==> src/rtl/pin_bus_arbiter.sv <==
// Round-robin arbiter that shares one pin_if slave bus among NUM_REQ masters.
// One transaction runs at a time; a per-transaction timeout frees the bus from a dead slave.
module pin_bus_arbiter #(
  parameter int NUM_REQ    = 2,
  parameter int ADDR_WIDTH = 16,
  parameter int DW         = 8,
  parameter int TIMEOUT    = 255
) (
  input  logic                          clk,
  input  logic                          rst,
  input  logic [NUM_REQ-1:0]            r_req,
  input  logic [NUM_REQ-1:0]            r_rw,
  input  logic [NUM_REQ*ADDR_WIDTH-1:0] r_address,
  input  logic [NUM_REQ*DW-1:0]         r_wr_data,
  output logic [NUM_REQ-1:0]            r_ack,
  output logic [NUM_REQ-1:0]            r_err,
  output logic [DW-1:0]                 r_rd_data,
  output logic [NUM_REQ-1:0]            grant,
  output logic [ADDR_WIDTH-1:0]         m_address,
  output logic [DW-1:0]                 m_wr_data,
  output logic                          m_rw,
  output logic                          m_req,
  input  logic [DW-1:0]                 m_rd_data,
  input  logic                          m_ack,
  input  logic                          m_err
);

  localparam int IW = (NUM_REQ > 1) ? $clog2(NUM_REQ) : 1;
  localparam int CW = (TIMEOUT > 1) ? $clog2(TIMEOUT + 1) : 1;

  typedef enum logic [1:0] {IDLE, BUSY, RESP} state_e;

  state_e                 state_q, state_d;
  logic [IW-1:0]          rr_ptr_q, rr_ptr_d;
  logic [IW-1:0]          gidx_q, gidx_d;
  logic [CW-1:0]          cnt_q, cnt_d;
  logic [NUM_REQ-1:0]     grant_q, grant_d;
  logic [NUM_REQ-1:0]     r_ack_q, r_ack_d;
  logic [NUM_REQ-1:0]     r_err_q, r_err_d;
  logic [DW-1:0]          r_rd_data_q, r_rd_data_d;
  logic [ADDR_WIDTH-1:0]  m_address_q, m_address_d;
  logic [DW-1:0]          m_wr_data_q, m_wr_data_d;
  logic                   m_rw_q, m_rw_d;
  logic                   m_req_q, m_req_d;
  logic [IW-1:0]          pick_idx;

  // First set request bit at or above ptr, wrapping modulo NUM_REQ.
  function automatic logic [IW-1:0] rr_pick(input logic [NUM_REQ-1:0] req,
                                            input logic [IW-1:0]      ptr);
    logic [IW-1:0] sel;
    logic          found;
    int            idx;
    sel   = '0;
    found = 1'b0;
    for (int k = 0; k < NUM_REQ; k++) begin
      idx = int'(ptr) + k;
      if (idx >= NUM_REQ) idx = idx - NUM_REQ;
      if (!found && req[idx[IW-1:0]]) begin
        found = 1'b1;
        sel   = idx[IW-1:0];
      end
    end
    return sel;
  endfunction

  assign pick_idx = rr_pick(r_req, rr_ptr_q);

  always_comb begin
    // NOTE: every _d takes its hold value first, so no branch can leave a latch behind.
    state_d     = state_q;
    rr_ptr_d    = rr_ptr_q;
    gidx_d      = gidx_q;
    cnt_d       = cnt_q;
    grant_d     = grant_q;
    r_ack_d     = '0;
    r_err_d     = '0;
    r_rd_data_d = r_rd_data_q;
    m_address_d = m_address_q;
    m_wr_data_d = m_wr_data_q;
    m_rw_d      = m_rw_q;
    m_req_d     = m_req_q;

    case (state_q)
      IDLE: begin
        if (|r_req) begin
          gidx_d      = pick_idx;
          grant_d     = NUM_REQ'(1) << pick_idx;
          m_address_d = r_address[int'(pick_idx)*ADDR_WIDTH +: ADDR_WIDTH];
          m_wr_data_d = r_wr_data[int'(pick_idx)*DW +: DW];
          m_rw_d      = r_rw[pick_idx];
          m_req_d     = 1'b1;
          cnt_d       = '0;
          state_d     = BUSY;
        end
      end
      BUSY: begin
        // Error outranks a simultaneous ack, and leaves read data untouched.
        if (m_err) begin
          r_err_d[gidx_q] = 1'b1;
          m_req_d         = 1'b0;
          state_d         = RESP;
        end else if (m_ack) begin
          r_rd_data_d     = m_rd_data;
          r_ack_d[gidx_q] = 1'b1;
          m_req_d         = 1'b0;
          state_d         = RESP;
        end else if (TIMEOUT != 0 && cnt_q == CW'(TIMEOUT - 1)) begin
          r_err_d[gidx_q] = 1'b1;
          m_req_d         = 1'b0;
          state_d         = RESP;
        end else if (cnt_q != '1) begin
          cnt_d = cnt_q + 1'b1;
        end
      end
      RESP: begin
        rr_ptr_d = (gidx_q == IW'(NUM_REQ - 1)) ? '0 : gidx_q + 1'b1;
        grant_d  = '0;
        state_d  = IDLE;
      end
      default: state_d = IDLE;
    endcase
  end

  always_ff @(posedge clk or negedge rst) begin
    if (!rst) begin
      state_q     <= IDLE;
      rr_ptr_q    <= '0;
      gidx_q      <= '0;
      cnt_q       <= '0;
      grant_q     <= '0;
      r_ack_q     <= '0;
      r_err_q     <= '0;
      r_rd_data_q <= '0;
      m_address_q <= '0;
      m_wr_data_q <= '0;
      m_rw_q      <= 1'b0;
      m_req_q     <= 1'b0;
    end else begin
      // NOTE: non-blocking assignments so every flop samples pre-edge values.
      state_q     <= state_d;
      rr_ptr_q    <= rr_ptr_d;
      gidx_q      <= gidx_d;
      cnt_q       <= cnt_d;
      grant_q     <= grant_d;
      r_ack_q     <= r_ack_d;
      r_err_q     <= r_err_d;
      r_rd_data_q <= r_rd_data_d;
      m_address_q <= m_address_d;
      m_wr_data_q <= m_wr_data_d;
      m_rw_q      <= m_rw_d;
      m_req_q     <= m_req_d;
    end
  end

  assign r_ack     = r_ack_q;
  assign r_err     = r_err_q;
  assign r_rd_data = r_rd_data_q;
  assign grant     = grant_q;
  assign m_address = m_address_q;
  assign m_wr_data = m_wr_data_q;
  assign m_rw      = m_rw_q;
  assign m_req     = m_req_q;

endmodule
==> config.mk <==
export PLATFORM = sky130hd
export DESIGN_NAME = pin_bus_arbiter
export DESIGN_NICKNAME = d
export VERILOG_FILES = /design/src/rtl/pin_bus_arbiter.sv
export SDC_FILE = /design/constraint.sdc
export NUM_CORES = 1
export LEC_CHECK = 0
export ABC_AREA = 1
export CORE_MARGIN = 2
export CORE_UTILIZATION = 43
export DETAILED_ROUTE_END_ITERATION = 7
export GPL_ROUTABILITY_DRIVEN = 0
export PLACE_DENSITY = 0.81
export SYNTH_ARGS = -nofsm -noshare
export SYNTH_HDL_FRONTEND = slang
export SYNTH_SLANG_ARGS = --single-unit
==> constraint.sdc <==
create_clock -name clk -period 1.56 [get_ports clk]
set_clock_uncertainty 0.15 [all_clocks]
set_input_delay 0.468 -clock clk [delete_from_list [all_inputs] [get_ports clk]]
set_output_delay 0.468 -clock clk [all_outputs]
set_load 0.05 [all_outputs]
# Yosys cells after proc, flatten, opt, wreduce, memory -nomap -nowiden
# Index checks and enable logic that the tools add are counted.
# W data, S select, Z words.
# word_totals
mem_bits_ro	0
latchBits	0
input_bits	64
mem_count	0
wordCells	90
ramBits	0
register_bits	52
# classes
bitwise_logic	1
div	0
order_cmp	7
n_shift	3
add_sub_neg	5
n_reduce_logical	13
n_mux	39
n_eq_ne	10
n_mul	0
# ops
operator	count
$mux W8	5
$shiftx A32 B6 Y16	1
$mux W2	12
$mux W1	17
$pmux W8 S2	1
$shiftx A16 B5 Y8	1
$ne A2 B2 Y1 const B	5
$add A8 B1 Y8 const B	1
$eq A8 B8 Y1 const B	1
$lt A1 B2 Y1 const B	4
$ne A8 B8 Y1 const B	1
$pmux W2 S2	2
$reduce_and A2 Y1	3
$reduce_and A3 Y1	2
$reduce_and A6 Y1	1
$ne A4 B4 Y1 const B	1
$reduce_bool A2 Y1	2
$add A1 B1 Y2 const B	1
$eq A2 B1 Y1 const B	1
$eq A2 B2 Y1 const B	1
$ge A1 B2 Y1 const B	1
$ge A2 B2 Y1 const B	1
$logic_and A1 B1 Y1	2
$logic_not A2 Y1	1
other kinds (9)	10

# Depth between registers and ports, before layout
# Gate-level depths: netlist of run 1.
# depth
word_depth	11
ltp_mapped	10

# Worst setup path before layout of run 1
# OpenSTA, ideal clock, no wires.
# synth_path
kind	input to register
startpoint	in r_req[1]
endpoint	reg m_address_q[0] (netlist: m_address[0])
path_stages	6
path_slack_ns	0.071
setup_time_ns	0.069
arrival_ns	1.270
path_buffers	1
cell_sequence	nor2_1 nor3_4 inv_4 clkbuf_1 nand2_1 nand3_1
# synth_via
elab_chain_len	7
# synth_lines
item	line	source
from (decl)	11	input logic [NUM_REQ-1:0] r_req,
$mux W1 (not written as such) (2 in a row)	58	if (!found && req[idx[IW-1:0]]) begin
$mux W1	58	
$logic_not A1 Y1	58	
$logic_and A1 B1 Y1	58	
$mux W1	58	
$shiftx A32 B6 Y16	88	m_address_d = r_address[int'(pick_idx)*ADDR_WIDTH +: ADDR_WIDTH];
to (signal assigned)	148	m_address_q <= m_address_d;
to (decl)	41	logic [ADDR_WIDTH-1:0] m_address_q, m_address_d;
# Several ways; a longest one is shown, not always the timed one. The select of a mux whose other input is x is not followed.
# A chain may end at the register's enable or synchronous reset.

# Final worst setup path of run 1
# layout_path
startpoint	reg state_q[0]
endpoint	reg cnt_q[7]
# layout_via
elab_chain_len	3
# layout_lines
item	line	source
from (decl)	33	state_e state_q, state_d;
from (signal assigned)	140	state_q <= state_d;
$eq A2 B1 Y1 / $logic_not A2 Y1 (equally long branches)	83	case (state_q)
$ne A2 B2 Y1 (no source line) / $reduce_bool A2 Y1 (equally long branches)	n/a	
$reduce_and A6 Y1 (no source line)	n/a	
to (signal assigned)	143	cnt_q <= cnt_d;
to (decl)	36	logic [CW-1:0] cnt_q, cnt_d;
# Several ways; a longest one is shown, not always the timed one.

==> results of run 1 <==
==> layer usage <==
layer	global-route usage	up-vias	part of all wire
met4	0.0712	0	0.019
met1	0.273	1225	0.36
met5	0	-	0
met3	0.0713	18	0.087
met2	0.468	142	0.53
li1	-	1190	-
==> kinds of logic (layout without fill, tap and decap cells) <==
group | Yosys count | in the layout
simple gates | 186 | 187
flops | 52 | 52
buf+inv | 29 | 164
compound gates | 13 | 13
mux | 8 | 8
fa+ha+maj | 2 | 2
other cells | 0 | 1
==> sequential cells by signal, indices dropped and copies added, names as in the netlist <==
signal,flops
r_ack,2
state_q,2
m_wr_data,8
m_rw,1
m_req,1
cnt_q,8
gidx_q,1
m_address,16
r_rd_data,8
rr_ptr_q,1
grant,2
r_err,2
==> cell usage in the layout, fill, tap and decap left out, types with 5 or more instances in the layout <==
| cell | instances |
|---|---|
| buf_12 | 41 |
| buf_4 | 25 |
| clkbuf_8 | 5 |
| clkdlybuf4s50_1 | 58 |
| dfrtp_1 | 50 |
| inv_1 | 15 |
| inv_2 | 6 |
| mux2_4 | 8 |
| nand2_1 | 108 |
| nand2_2 | 11 |
| nand3_1 | 30 |
| nand3_2 | 8 |
| nor2_1 | 16 |
| nor2_4 | 6 |
==> worst max-delay path: cells and delay by family (launching register included) <==
family	cells	cell delay, ps
simple gates	6	600
flops	1	470
buf+inv	2	250
==> final cells by class <==
class | instances | area share
Multi-Input combinational cell | 210 | 0.262
Antenna cell | 1 | 0.000564
Inverter | 22 | 0.0192
Sequential cell | 52 | 0.294
Timing Repair Buffer | 134 | 0.382
Clock inverter | 3 | 0.00649
Clock buffer | 5 | 0.0155
Tap cell | 72 | 0.0203
==> timing repair <==
| action | CTS | global route |
|---|---|---|
| setup buffers | 5 | 11 |
| endpoints found under the hold margin | 19 | 0 |
| gates resized for setup | 18 | 32 |
| cloned | 2 | 0 |
| pin swaps | 5 | 17 |
| endpoints found under the setup margin | 44 | 54 |
| hold buffers | 1 | 0 |
==> path summary, 6_finish.rpt <==
path	cells past startpoint	end	slack, ps	start
setup / recovery	8	cnt_q[7]	-20	state_q[0]
hold / removal	3	state_q[0]	360	m_ack
min in group asynchronous	3	m_address[14]	510	rst
hold reg to reg	2	cnt_q[5]	370	cnt_q[5]
max in group asynchronous	3	state_q[1]	350	rst
setup reg to reg	8	cnt_q[7]	-20	state_q[0]
==> per-stage QoR <==
step | setup WS (ps) | util | cells
2_1_floorplan | 71.2 | - | 290
3_3_place_gp | -384 | 0.736 | 474
3_5_place_dp | -449 | 0.736 | 474
4_1_cts | -18.5 | 0.777 | 490
5_1_grt | -74.0 | 0.801 | 499
6_report | -24.8 | 0.801 | 499
==> report_power, final <==
part | internal [mW] | total [mW] | switching, mW
clock network | 0.340 | 0.853 | 0.513
registers | 1.90 | 2.54 | 0.642
logic | 2.91 | 6.09 | 3.19
==> results.sh, run 1 <==
export IMPL_hold_ws_ps=355
export IMPL_synth_simple_area_share=0.325
export IMPL_syn_avg_cell_area_um2=8.56
export IMPL_start_util=0.448
export IMPL_cts_clk_slew_worst_paths_ps=110
export IMPL_fmax_mhz=631
export IMPL_vias=2575
export IMPL_area_growth_syn_to_layout_pct=78.8
export IMPL_grt_max_degree=34
export IMPL_syn_inst=290
export IMPL_htreeDepth=2
export IMPL_fin_tns_setup_ps=-28.5
export IMPL_start_kind="register"
export IMPL_synth_top_area_frac=0.524
export IMPL_ys_seq_area_frac=0.524
export IMPL_synth_mux_area_frac=0.0484
export IMPL_yosysTopAreaCell="dfrtp_1"
export IMPL_cp_slowest_cell="dfrtp_2"
export IMPL_ys_seq_elements=52
export IMPL_fillCellCount=336
export IMPL_cp_cell_sequence="inv_2 -> nor2_4 -> buf_4 -> nand3_2 -> nand3_2 -> nor2_4 -> nand2_1 -> nand2_1"
export IMPL_vdd_ir_drop_max_mv=1.56
export IMPL_synthAdderAreaFrac=0.0101
export IMPL_final_cell_area_um2=4440
export IMPL_io_pin_count=104
export IMPL_drt_wl_total_mm=8.20
export IMPL_p_leak_nw=2.14
export IMPL_grt_antenna_before_repair=1
export IMPL_drc=0
export IMPL_port_buffers=103
export IMPL_ys_async_sr_fraction=1.00
export IMPL_drive_above_1_share=0.312
export IMPL_synth_edf_count=0
export IMPL_syn_area_um2=2480
export IMPL_required_ps=1630
export IMPL_fin_nets=491
export IMPL_grtUsageTotal=0.250
export IMPL_yosys_cell_types_count=25
export IMPL_die_area_um2=6390
export IMPL_hp_class="in -> reg"
export IMPL_drtIter0Drc=101
export IMPL_clock_path_buffers=2
export IMPL_viasPerCell=5.16
export IMPL_floorplan_core_area_um2=5540
export IMPL_cp_max_fo=6
export IMPL_grt_pass1_wl_mm=12.3
export IMPL_die_w_um=80.0
export IMPL_first_pass_iters=4
export IMPL_placed_cell_area_um2=4080
export IMPL_tightest_slew_ps=430
export IMPL_postRouteAntennaNets=0
export IMPL_arrival_ps=1650
export IMPL_synth_compound_area_frac=0.0318
export IMPL_cts_root_buf="clkbuf_8"
export IMPL_die_h_um=80.0
export IMPL_setup_viol=2
export IMPL_crit_type="reg -> reg"
export IMPL_setup_slack_ps=-24.8
export IMPL_status="finished, violations left"
export IMPL_synth_main_ff_cell="dfrtp_1"
export IMPL_synthXorXnorAreaFrac=0
export IMPL_rsz0062_at_grt="true"
export IMPL_power_mw=9.49
export IMPL_dp_hpwl_mm=5.54
export IMPL_failed_checks="negative setup slack"
export IMPL_synth_common_cells="nand2_1, dfrtp_1, nand3_1"
export IMPL_p_per_area_nw_per_um2=2140
export IMPL_syn_num_nets=356
export IMPL_yosys_top_cells_area="dfrtp_1, nand2_1, nand3_1"
export IMPL_clock_latency_ps=320
export IMPL_slew_violations=0
export IMPL_period_needed_ps=1580
export IMPL_yosysWarnings=0
export IMPL_overflow=0
export IMPL_regArea_um2=1300
export IMPL_num_rows=27
export IMPL_synth_most_common_cell="nand2_1"
export IMPL_cts_tree="yes"
export IMPL_cts_buffers=5
export IMPL_end_kind="register"
export IMPL_synth_top_family_by_area="simple AND/OR/NAND/NOR gates"
export IMPL_clock_sinks=52
export IMPL_max_cap_violations=0
export IMPL_crit_path_max_incr_delay_ps=470
export IMPL_multiInputGateArea_um2=1160
export IMPL_wire_per_inst_um=16.4
export IMPL_grt_pass1_vias=2645
export IMPL_timing_hold_violations_final=0
export IMPL_post_route_period_util=1.02
export IMPL_relSlewSlack=0.713
Note: power is estimated with default switching activity, not from simulation.
==> run 2, diff against run 1 <==
SKIP_LAST_GASP = 1   (was unset)
==> results of run 2 <==
Same layout as run 1: the final DEF is identical, and so are final timing and power.
==> run 3, diff against run 2 <==
HOLD_SLACK_MARGIN = 0.03   (was unset)
MAX_ROUTING_LAYER = met4   (was unset)
==> results.sh, run 3 (synthesis results as in run 1) <==
export IMPL_start_kind="register"
export IMPL_final_common_cell="nand2_1"
export IMPL_grtUsageTotal=0.257
export IMPL_dp_hpwl_mm=5.54
export IMPL_p_leak_nw=2.14
export IMPL_multiInputGateArea_um2=1160
export IMPL_die_h_um=80.0
export IMPL_slew_violations=0
export IMPL_regArea_um2=1300
export IMPL_rr_worst_depth=8
export IMPL_floorplan_core_area_um2=5540
export IMPL_rsz0062_at_grt="true"
export IMPL_hp_start="m_ack"
export IMPL_end_kind="register"
export IMPL_relSlewSlack=0.713
export IMPL_grt_pass1_vias=2639
export IMPL_fin_tns_setup_ps=-30.4
export IMPL_overflow=0
export IMPL_cts_clk_slew_worst_paths_ps=110
export IMPL_setup_slack_ps=-25.0
export IMPL_start_util=0.448
export IMPL_r2r_end="cnt_q[7]"
export IMPL_cts_buffers=5
export IMPL_first_pass_iters=4
export IMPL_placed_cell_area_um2=4080
export IMPL_max_cap_violations=0
export IMPL_num_rows=27
export IMPL_viasPerCell=5.13
export IMPL_die_w_um=80.0
export IMPL_post_route_period_util=1.02
export IMPL_period_needed_ps=1580
export IMPL_status="finished, violations left"
export IMPL_area_growth_syn_to_layout_pct=78.8
export IMPL_grt_pass1_wl_mm=12.3
export IMPL_drive_above_1_share=0.312
export IMPL_power_mw=9.48
export IMPL_p_per_area_nw_per_um2=2140
export IMPL_vdd_ir_drop_max_mv=1.56
export IMPL_wire_per_inst_um=16.3
export IMPL_mostFrequentLayoutCells="nand2_1, clkdlybuf4s50_1, dfrtp_1"
export IMPL_clock_sinks=52
export IMPL_cts_root_buf="clkbuf_8"
export IMPL_reg2reg_slack_ps=-20
export IMPL_failed_checks="negative setup slack"
export IMPL_fmax_mhz=631
export IMPL_die_area_um2=6390
export IMPL_drtIter0Drc=103
export IMPL_clock_latency_ps=320
export IMPL_cp_max_fo=6
export IMPL_crit_type="reg -> reg"
export IMPL_cts_tree="yes"
export IMPL_vias=2562
export IMPL_htreeDepth=2
export IMPL_grt_max_degree=34
export IMPL_timing_hold_violations_final=0
export IMPL_largest_reg_flops=16
export IMPL_fin_cells=499
export IMPL_dp_cells=474
export IMPL_setup_viol=2
export IMPL_grt_antenna_before_repair=1
export IMPL_drc=0
export IMPL_drt_wl_total_mm=8.15
export IMPL_final_cell_area_um2=4440
export IMPL_whs_path_depth=3
export IMPL_fillCellCount=336
export IMPL_clock_path_buffers=2
export IMPL_fin_nets=491
export IMPL_hp_class="in -> reg"
export IMPL_port_buffers=103
export IMPL_r2r_start="state_q[0]"
export IMPL_arrival_ps=1650
export IMPL_required_ps=1630
export IMPL_io_pin_count=104
export IMPL_hold_path_end="state_q[0]"
export IMPL_tightest_slew_ps=430
export IMPL_postRouteAntennaNets=0
## run 3: cell counts in the layout (fill, tap and decap cells not counted)
No cell type changed its count.
## run 3: per-layer routing
metal	GRT usage	wire (um)
met3	0.0690	655
met4	0.0712	157
met5	-	0
met1	0.278	3000
met2	0.464	4340
## run 3: metrics by stage
stage               setup slack, ps   util  hold WS, ps
floorplan                      71.2      -         22.4
global placement               -384  0.736          302
detailed placement             -449  0.736          303
CTS                           -18.5  0.777          378
global route                  -74.0  0.801          363
finish                        -25.0  0.801          357
## run 3: area by class of cell
cell class | count | area share
diodes | 1 | 0.000564
clock buffers | 5 | 0.0155
clock inverters | 3 | 0.00649
inverters | 22 | 0.0192
multi-input cells | 210 | 0.262
flip-flops and latches | 52 | 0.294
well taps | 72 | 0.0203
repair buffers | 134 | 0.382
## run 3: how the worst max path moves through the flow
| stage | from | end | cells after the start | slack (ps) |
|---|---|---|---|---|
| floorplan | r_req[1] | m_address[0] | 6 | 70 |
| global placement | m_ack | r_rd_data[6] | 5 | -380 |
| detailed placement | m_ack | r_rd_data[3] | 5 | -450 |
| CTS | m_ack | r_rd_data[6] | 5 | -20 |
| global route | state_q[0] | cnt_q[5] | 8 | -70 |
| finish | state_q[0] | cnt_q[7] | 8 | -20 |
## run 3: worst max-delay path, cell delays in order (launching register included)
cell	delay, ps
dfrtp_2	470
inv_2	80
nor2_4	200
buf_4	170
nand3_2	110
nand3_2	120
nor2_4	50
nand2_1	70
nand2_1	50
## run 3: timing repair
item,4_1_cts,5_1_grt
setup buffers,5,11
hold endpoints to repair,19,0
hold buffers,1,0
setup endpoints to repair,44,54
resized for setup,18,32
pin swaps,5,17
cloned,2,0
## run 3: power by group
group	internal, mW	leakage, nW	switching [mW]
Clock	0.340	0.0511	0.508
Combinational	2.90	1.43	3.19
Sequential	1.90	0.654	0.645
Total	5.14	2.14	4.34
